`src/rtl/dr_mem_bank.sv`:
```
// dr_mem_bank: DEPTH-entry FIFO of WIDTH-bit dual-rail words.
// Both sides use a four-phase return-to-zero handshake. Storage is
// single-rail; words are decoded on capture and re-encoded on presentation.
// The block can reset holding one INIT token so ring pipelines start live.
module dr_mem_bank #(
    parameter int unsigned      WIDTH      = 8,
    parameter int unsigned      DEPTH      = 4,
    parameter logic [WIDTH-1:0] INIT       = {WIDTH{1'b0}},
    parameter bit               INIT_VALID = 1'b0
) (
    input  logic                       clk,
    input  logic                       rst_n,
    input  logic [2*WIDTH-1:0]         in_data,
    output logic                       in_ack,
    output logic [2*WIDTH-1:0]         out_data,
    input  logic                       out_ack_i,
    output logic [$clog2(DEPTH+1)-1:0] count,
    output logic                       err
);

    localparam int unsigned     CW      = $clog2(DEPTH + 1);
    localparam int unsigned     PW      = (DEPTH > 1) ? $clog2(DEPTH) : 1;
    localparam logic [CW-1:0]   DEPTH_C = CW'(DEPTH);
    localparam logic [PW-1:0]   LAST_C  = PW'(DEPTH - 1);

    typedef enum logic [0:0] {
        I_DATA   = 1'b0,
        I_SPACER = 1'b1
    } in_state_t;

    typedef enum logic [0:0] {
        O_IDLE  = 1'b0,
        O_VALID = 1'b1
    } out_state_t;

    // Any pair carrying the illegal 11 code.
    function automatic logic word_illegal(input logic [2*WIDTH-1:0] w);
        logic r;
        r = 1'b0;
        for (int i = 0; i < int'(WIDTH); i++) begin
            r = r | (w[2*i+1] & w[2*i]);
        end
        return r;
    endfunction

    // Every pair holds exactly one rail high (01 or 10).
    function automatic logic word_complete(input logic [2*WIDTH-1:0] w);
        logic r;
        r = 1'b1;
        for (int i = 0; i < int'(WIDTH); i++) begin
            r = r & (w[2*i+1] ^ w[2*i]);
        end
        return r;
    endfunction

    // Dual-rail to single-rail: the true rail is the upper bit of each pair.
    function automatic logic [WIDTH-1:0] dr_decode(input logic [2*WIDTH-1:0] w);
        logic [WIDTH-1:0] d;
        d = {WIDTH{1'b0}};
        for (int i = 0; i < int'(WIDTH); i++) begin
            d[i] = w[2*i+1];
        end
        return d;
    endfunction

    // Single-rail to dual-rail: 1 -> 10, 0 -> 01.
    function automatic logic [2*WIDTH-1:0] dr_encode(input logic [WIDTH-1:0] d);
        logic [2*WIDTH-1:0] e;
        e = {(2*WIDTH){1'b0}};
        for (int i = 0; i < int'(WIDTH); i++) begin
            e[2*i+1] = d[i];
            e[2*i]   = ~d[i];
        end
        return e;
    endfunction

    // Binary pointer increment wrapping at DEPTH-1 (DEPTH need not be 2^n).
    function automatic logic [PW-1:0] ptr_inc(input logic [PW-1:0] p);
        return (p == LAST_C) ? {PW{1'b0}} : (p + PW'(1'b1));
    endfunction

    logic [WIDTH-1:0]   mem_r [DEPTH];
    logic [PW-1:0]      wr_ptr_r;
    logic [PW-1:0]      rd_ptr_r;
    logic [CW-1:0]      count_r;
    logic [CW-1:0]      count_nx_s;
    in_state_t          in_state_r;
    in_state_t          in_state_nx_s;
    out_state_t         out_state_r;
    out_state_t         out_state_nx_s;
    logic               in_ack_r;
    logic               in_ack_nx_s;
    logic [2*WIDTH-1:0] out_data_r;
    logic [2*WIDTH-1:0] out_data_nx_s;
    logic               err_r;
    logic               illegal_s;
    logic               complete_s;
    logic               empty_s;
    logic               push_s;
    logic               pop_s;
    logic               load_s;

    assign illegal_s  = word_illegal(in_data);
    assign complete_s = word_complete(in_data);
    assign empty_s    = (in_data == {(2*WIDTH){1'b0}});

    // Producer-side handshake: capture complete words, release on spacer.
    always_comb begin
        in_state_nx_s = in_state_r;
        in_ack_nx_s   = in_ack_r;
        push_s        = 1'b0;
        case (in_state_r)
            I_DATA: begin
                if (illegal_s) begin
                    in_state_nx_s = I_DATA;
                end else if (complete_s && (count_r < DEPTH_C)) begin
                    push_s        = 1'b1;
                    in_ack_nx_s   = 1'b1;
                    in_state_nx_s = I_SPACER;
                end else begin
                    in_state_nx_s = I_DATA;
                end
            end
            I_SPACER: begin
                if (!illegal_s && empty_s) begin
                    in_ack_nx_s   = 1'b0;
                    in_state_nx_s = I_DATA;
                end else begin
                    in_state_nx_s = I_SPACER;
                end
            end
            default: begin
                in_ack_nx_s   = 1'b0;
                in_state_nx_s = I_DATA;
            end
        endcase
    end

    // Consumer-side handshake: present head word, pop on acknowledge.
    always_comb begin
        out_state_nx_s = out_state_r;
        load_s         = 1'b0;
        pop_s          = 1'b0;
        case (out_state_r)
            O_IDLE: begin
                if ((count_r != {CW{1'b0}}) && !out_ack_i) begin
                    load_s         = 1'b1;
                    out_state_nx_s = O_VALID;
                end else begin
                    out_state_nx_s = O_IDLE;
                end
            end
            O_VALID: begin
                if (out_ack_i) begin
                    pop_s          = 1'b1;
                    out_state_nx_s = O_IDLE;
                end else begin
                    out_state_nx_s = O_VALID;
                end
            end
            default: begin
                out_state_nx_s = O_IDLE;
            end
        endcase
    end

    // Output word only ever moves between spacer and a whole valid word.
    always_comb begin
        out_data_nx_s = out_data_r;
        if (load_s) begin
            out_data_nx_s = dr_encode(mem_r[rd_ptr_r]);
        end else if (pop_s) begin
            out_data_nx_s = {(2*WIDTH){1'b0}};
        end else begin
            out_data_nx_s = out_data_r;
        end
    end

    // Occupancy: a same-cycle push and pop cancel out.
    always_comb begin
        count_nx_s = count_r;
        case ({push_s, pop_s})
            2'b10:   count_nx_s = count_r + CW'(1'b1);
            2'b01:   count_nx_s = count_r - CW'(1'b1);
            default: count_nx_s = count_r;
        endcase
    end

    // State, pointers and registered outputs. With an initial token the write
    // pointer starts past entry 0 so the token is not overwritten.
    always_ff @(posedge clk or negedge rst_n) begin
        if (!rst_n) begin
            in_state_r  <= I_DATA;
            out_state_r <= O_IDLE;
            in_ack_r    <= 1'b0;
            out_data_r  <= {(2*WIDTH){1'b0}};
            err_r       <= 1'b0;
            rd_ptr_r    <= {PW{1'b0}};
            wr_ptr_r    <= INIT_VALID ? PW'(1'b1) : {PW{1'b0}};
            count_r     <= INIT_VALID ? CW'(1'b1) : {CW{1'b0}};
        end else begin
            in_state_r  <= in_state_nx_s;
            out_state_r <= out_state_nx_s;
            in_ack_r    <= in_ack_nx_s;
            out_data_r  <= out_data_nx_s;
            err_r       <= illegal_s;
            count_r     <= count_nx_s;
            if (push_s) begin
                wr_ptr_r <= ptr_inc(wr_ptr_r);
            end else begin
                wr_ptr_r <= wr_ptr_r;
            end
            if (pop_s) begin
                rd_ptr_r <= ptr_inc(rd_ptr_r);
            end else begin
                rd_ptr_r <= rd_ptr_r;
            end
        end
    end

    // Storage array; entry 0 preloaded with the initial token when enabled.
    always_ff @(posedge clk or negedge rst_n) begin
        if (!rst_n) begin
            for (int i = 0; i < int'(DEPTH); i++) begin
                mem_r[i] <= ((i == 0) && INIT_VALID) ? INIT : {WIDTH{1'b0}};
            end
        end else begin
            if (push_s) begin
                mem_r[wr_ptr_r] <= dr_decode(in_data);
            end else begin
                mem_r[wr_ptr_r] <= mem_r[wr_ptr_r];
            end
        end
    end

    assign in_ack   = in_ack_r;
    assign out_data = out_data_r;
    assign count    = count_r;
    assign err      = err_r;

endmodule

```
`config.mk`:
```
export PLATFORM = sky130hd
export DESIGN_NAME = dr_mem_bank
export DESIGN_NICKNAME = d
export VERILOG_FILES = /design/src/rtl/dr_mem_bank.sv
export SDC_FILE = /design/constraint.sdc
export NUM_CORES = 1
export LEC_CHECK = 0
export CAP_MARGIN = 20
export CELL_PAD_IN_SITES_DETAIL_PLACEMENT = 1
export CELL_PAD_IN_SITES_GLOBAL_PLACEMENT = 2
export CORE_MARGIN = 2
export CORE_UTILIZATION = 36
export CTS_BUF_LIST = sky130_fd_sc_hd__clkbuf_2 sky130_fd_sc_hd__clkbuf_4 sky130_fd_sc_hd__clkbuf_8
export CTS_CLUSTER_DIAMETER = 100
export DETAILED_ROUTE_END_ITERATION = 7
export GPL_TIMING_DRIVEN = 0
export PLACE_DENSITY = 0.87
export SLEW_MARGIN = 20
export SYNTH_ARGS = -nofsm -noshare
export SYNTH_HDL_FRONTEND = slang
export SYNTH_SLANG_ARGS = --single-unit
```
`constraint.sdc`:
```
create_clock -name clk -period 4.5 [get_ports clk]
set_input_delay 0.9 -clock clk [delete_from_list [all_inputs] [get_ports clk]]
set_output_delay 0.9 -clock clk [all_outputs]
set_load 0.01 [all_outputs]
```
## Word level (Yosys, flattened, before mapping)

Cells that the tools add are included.

| storage, ports and cells | value |
|---|---|
| flip-flop bits (word level) | 59 |
| latch bits | 0 |
| memory bits (writable) | 0 |
| memory bits (read-only) | 0 |
| bits of input ports | 19 |
| memories kept | 0 |

| cells by class | value |
|---|---|
| add/sub/neg operators | 4 |
| multipliers | 0 |
| divide/modulo/power cells | 0 |
| order comparisons | 4 |
| eq/ne operators | 7 |
| shift-type cells | 0 |
| muxes and demuxes | 31 |
| bitwise gates (word level) | 42 |
| reduce and logical (&&, ||, !) cells | 11 |

Operator list:

| kind | count |
|---|---|
| $bwmux W32 | 2 |
| $mux W8 | 5 |
| $bmux W8 S2 | 2 |
| $mux W16 | 2 |
| $mux W32 | 1 |
| $demux W8 S2 | 1 |
| $logic_not A16 Y1 | 1 |
| $and A1 B1 Y1 | 15 |
| $mux W1 | 12 |
| $not A1 Y1 | 10 |
| $xor A1 B1 Y1 | 8 |
| $or A1 B1 Y1 | 7 |
| $eq A2 B2 Y1 const B | 3 |
| $ge A3 B3 Y1 const B | 2 |
| $not A2 Y3 | 2 |
| $pmux W1 S2 | 3 |
| $pmux W3 S2 | 1 |
| $add A2 B1 Y2 const B | 2 |
| $logic_and A1 B1 Y1 | 4 |
| $mux W2 | 2 |
| $ne A2 B2 Y1 const B | 2 |
| $reduce_bool A2 Y1 | 2 |
| $add A3 B1 Y3 const B | 1 |
| $lt A3 B1 Y1 const B | 1 |
| other kinds (7) | 8 |

## Depth between registers and ports, before layout

| logic depth | value |
|---|---|
| depth after elaboration | 14 |
| mapped depth | 11 |
| depth with buffers taken out | 11 |

## Least setup slack after synthesis

Ideal clock, no wire load.

| timing path | value |
|---|---|
| path kind | input to register |
| start | input port in_data[8] |
| end | register count_r[2], in the netlist count[2] |
| setup time | 0.128 ns |
| arrival | 2.703 ns |
| data required time | 4.372 ns |
| slack | 1.670 ns |
| stages on the path | 11 |
| buffers on the path | 1 |
| path through | ha_1 or4_4 nor2_4 buf_6 nand2_4 ha_1 inv_1 fa_1 xor2_1 nor2_1 xor2_1 |

| on the way | value |
|---|---|
| word-level cells in the longest chain between the ends | 11 |
| elaborated cells on any way between the ends | 18 |
| classes of those cells | 2 x eq/ne; 4 x mux; 10 x bitwise; 2 x reduce/logical |

RTL lines:

| what | line | RTL |
|---|---|---|
| start, declared | 13 | `input logic [2*WIDTH-1:0] in_data,` |
| $xor A1 B1 Y1 | 51 | `r = r & (w[2*i+1] ^ w[2*i]);` |
| $and A1 B1 Y1 (4 in series) | 51 |  |
| $logic_and A1 B1 Y1 | 116 | `end else if (complete_s && (count_r < DEPTH_C)) begin` |
| $mux W1 | 116 |  |
| $mux W1 (*) | 114 | `if (illegal_s) begin` |
| $mux W1 (*) | 112 | `case (in_state_r)` |
| $eq A2 B1 Y1 / $eq A2 B2 Y1 (equally long branches) | 182 | `case ({push_s, pop_s})` |
| $pmux W3 S2 / $reduce_bool A2 Y1 (equally long branches) | n/a |  |
| end signal, assigned | 200 | `count_r <= INIT_VALID ? CW'(1'b1) : {CW{1'b0}};` |
| end signal, assigned | 207 | `count_r <= count_nx_s;` |
| end, declared | 85 | `logic [CW-1:0] count_r;` |

Every way passes the cells marked *; elsewhere a longest branch is shown, timed or not.
A chain may end at the register's enable or synchronous reset.

## Final worst setup path

| timing path | value |
|---|---|
| start | input port in_data[13] |
| end | register count_r[2], in the netlist count[2] |

| on the way | value |
|---|---|
| word-level cells in the longest chain between the ends | 9 |
| elaborated cells on any way between the ends | 14 |
| classes of those cells | 2 x eq/ne; 4 x mux; 6 x bitwise; 2 x reduce/logical |

RTL lines:

| what | line |
|---|---|
| $xor A1 B1 Y1 | 51 |
| $and A1 B1 Y1 (2 in series) | 51 |
| $logic_and A1 B1 Y1 | 116 |
| $mux W1 | 116 |
| $mux W1 (*) | 114 |
| $mux W1 (*) | 112 |
| $eq A2 B1 Y1 / $eq A2 B2 Y1 (equally long branches) | 182 |
| $pmux W3 S2 / $reduce_bool A2 Y1 (equally long branches) | n/a |

Marks and branches as above.

==> metrics.txt <==
Area Growth Syn to Fin=23.0%; final setup skew=0.00652 ns; most frequent cells in the layout=59 x dfrtp_1, 38 x clkdlybuf4s50_1, 33 x nor2_1; outcome=finished clean; Max-Cap Viols=0; crit-path cells=clkdlybuf4s50_1 -> inv_1 -> ha_1 -> nand4_1 -> nor4b_4 -> nand2_4 -> ha_1 -> inv_1 -> fa_1 -> xor2_1 -> nor2_1 -> xor2_1; Leak=0.00160 µW; Fin. Hold Viols=0; drt pass-1 iters=4; critical path type=in -> reg; Slew HR=0.448; Clock Tree Root=clkbuf_8; Mapped Avg Cell Area=11.1 µm²; Sum Neg Setup Slack=0 ns; hpwl dp=5.88 mm; # rows=34; first-pass GRT wire length=13.2 mm; Routed Antenna Nets=0; Post-Syn Instances=295; core footprint=8760 µm²; pre-CTS WS=0.838 ns; Initial Utilization=0.373; most common library cell in the layout ignoring fill and taps=dfrtp_1; Synth warnings=0; Iter 0 DRT Violations=78; Ports=40; drt total wl=8.01 mm; PwrDens=378 nW/µm²; CP bufs+invs=3; post-CTS setup buffers=0; Die H=99.3 µm; WP data required=4.73 ns; WL/cell=17.5 µm; Syn Nets=337; final core occ=0.459; CTS tree=yes; final setup violating endpoints=0; Worst-path clk slew=0.06 ns; DP Cell Count=443; # diodes=0; Final period util=0.723; crit path DAT=3.48 ns; max-slew violation count=0; CP max-delay cell=nor4b_4; worst hold path type=in -> async; worst skew pair latency=0.35 ns; GRT overflow=0; DRC=0; layout cells sized above 1=0.162; clock sink count=59; cts hold-fix bufs=0; Worst setup SP type=primary input; DR vias/cell=5.32; #FFs+latches synth=59; Max Clk Rate=307 MHz; vias in the first global route=2,599; post-synthesis sequential area ratio=0.452; Least-Margin Pin Slew=0.822 ns; Peak VDD IR=0.128 mV; total chip power=1520 µW; Period minus WS final=3.25 ns; final worst slack=1.25 ns; die width=99.3 µm; RSZ-0062 raised after global routing=false; CTS buffer count=9; DIE AREA=9860 µm²; fin cells=459; CP top delay family=simple AND/OR/NAND/NOR gates; via count=2,442; CP Capture Type=flip-flop; CP Max Fanout=10; Syn Std Cell Area=3270 µm²; Nets=388; Post-CTS Resized=0; Worst path max stage delay=0.61 ns; Fillers=959; IO Port Bufs=39; clock tree buffer depth=2; Synth cell types=37; initial antenna violation count=0; largest net degree at the start of global routing=49; H-tree levels=3; placer congestion estimate=0.743; Total GRT Usage=0.176
-- report_power, final --
group | total, µW | switching [µW] | internal, µW
Combinational | 388 | 196 | 192
Clock | 503 | 208 | 295
Sequential | 630 | 42.3 | 588
Total | 1520 | 447 | 1070
-- path summary, 6_finish.rpt --
check	start	end	slack, ns	depth (start not counted)
setup / recovery	in_data[13]	count[2]	1.25	12
hold / removal	rst_n	count[1]	0.39	1
setup reg to reg	count[2]	count[2]	2.21	9
hold reg to reg	in_ack	in_ack	0.51	1
max in group asynchronous	rst_n	mem_r[23]	3.63	2
min in group clk	in_ack	in_ack	0.51	1
-- sequential cells by signal, summed over array words and instances (netlist names) --
name and flops:
wr_ptr_r 2, in_state_r 1, in_ack 1, err 1, out_data 16, rd_ptr_r 2, count 3, out_state_r 1
mem_r 32
-- final cells by class --
class	count	area, µm²	area share
multi-input cells	192	1600	0.397
clock inverters	2	35.0	0.00871
flip-flops and latches	59	1480	0.367
well taps	108	135	0.0336
clock buffers	14	168	0.0417
inverters	25	93.8	0.0233
plain buffers	19	103	0.0255
repair buffers	40	415	0.103
-- cell families (layout without fill, tap and decap cells) --
kind of cell	count (synthesis)	in the layout	share of synthesized area
and+or+nand+nor	86	86	0.133
xor gates and xnor gates	3	3	0.00804
DFF	59	59	0.452
AOI/OAI and AO/OA	63	63	0.142
muxes	17	17	0.115
adders and majority gates	23	23	0.0904
buffers and inverters	44	100	0.0601
-- layer usage --
metal	GRT usage	part of all wire	vias to the layer above
met1	0.211	0.43	1219
li1	-	-	1151
met4	0.0801	0.021	0
met3	0.0365	0.038	12
met2	0.306	0.51	60
met5	0	0	-
-- synth_stat cells, drive strengths merged --
cell    number  share of area
nand4        3         0.0057
ha          22          0.084
inv         24          0.028
a21o         1         0.0023
nor3         3         0.0046
o41ai        1         0.0050
xor2         2         0.0054
a31oi       32          0.061
o21ai       19          0.057
or4b         1         0.0031
mux4        16           0.11
a22o         1         0.0027
nand4b       1         0.0073
fa           1         0.0061
buf         10          0.021
clkbuf       9          0.010
nand3       16          0.025
a21oi        9          0.014
nor2        34          0.041
mux2         1         0.0046
or4          2         0.0069
nor4         1         0.0019
clkinv       1         0.0011
nor4b        1         0.0073
xnor2        1         0.0027
or3          1         0.0019
dfrtp       59           0.45
nand2       23          0.029
-- metrics by stage --
stage                     hold slack (ns)  instance area [µm²]
after floorplan                     0.512                 3270
after global placement              0.496                 3790
after detailed placement            0.491                 3820
after CTS                           0.387                 4020
after global routing                0.392                 4020
final                               0.393                 4020
Note: power is estimated with default switching activity, not from simulation.
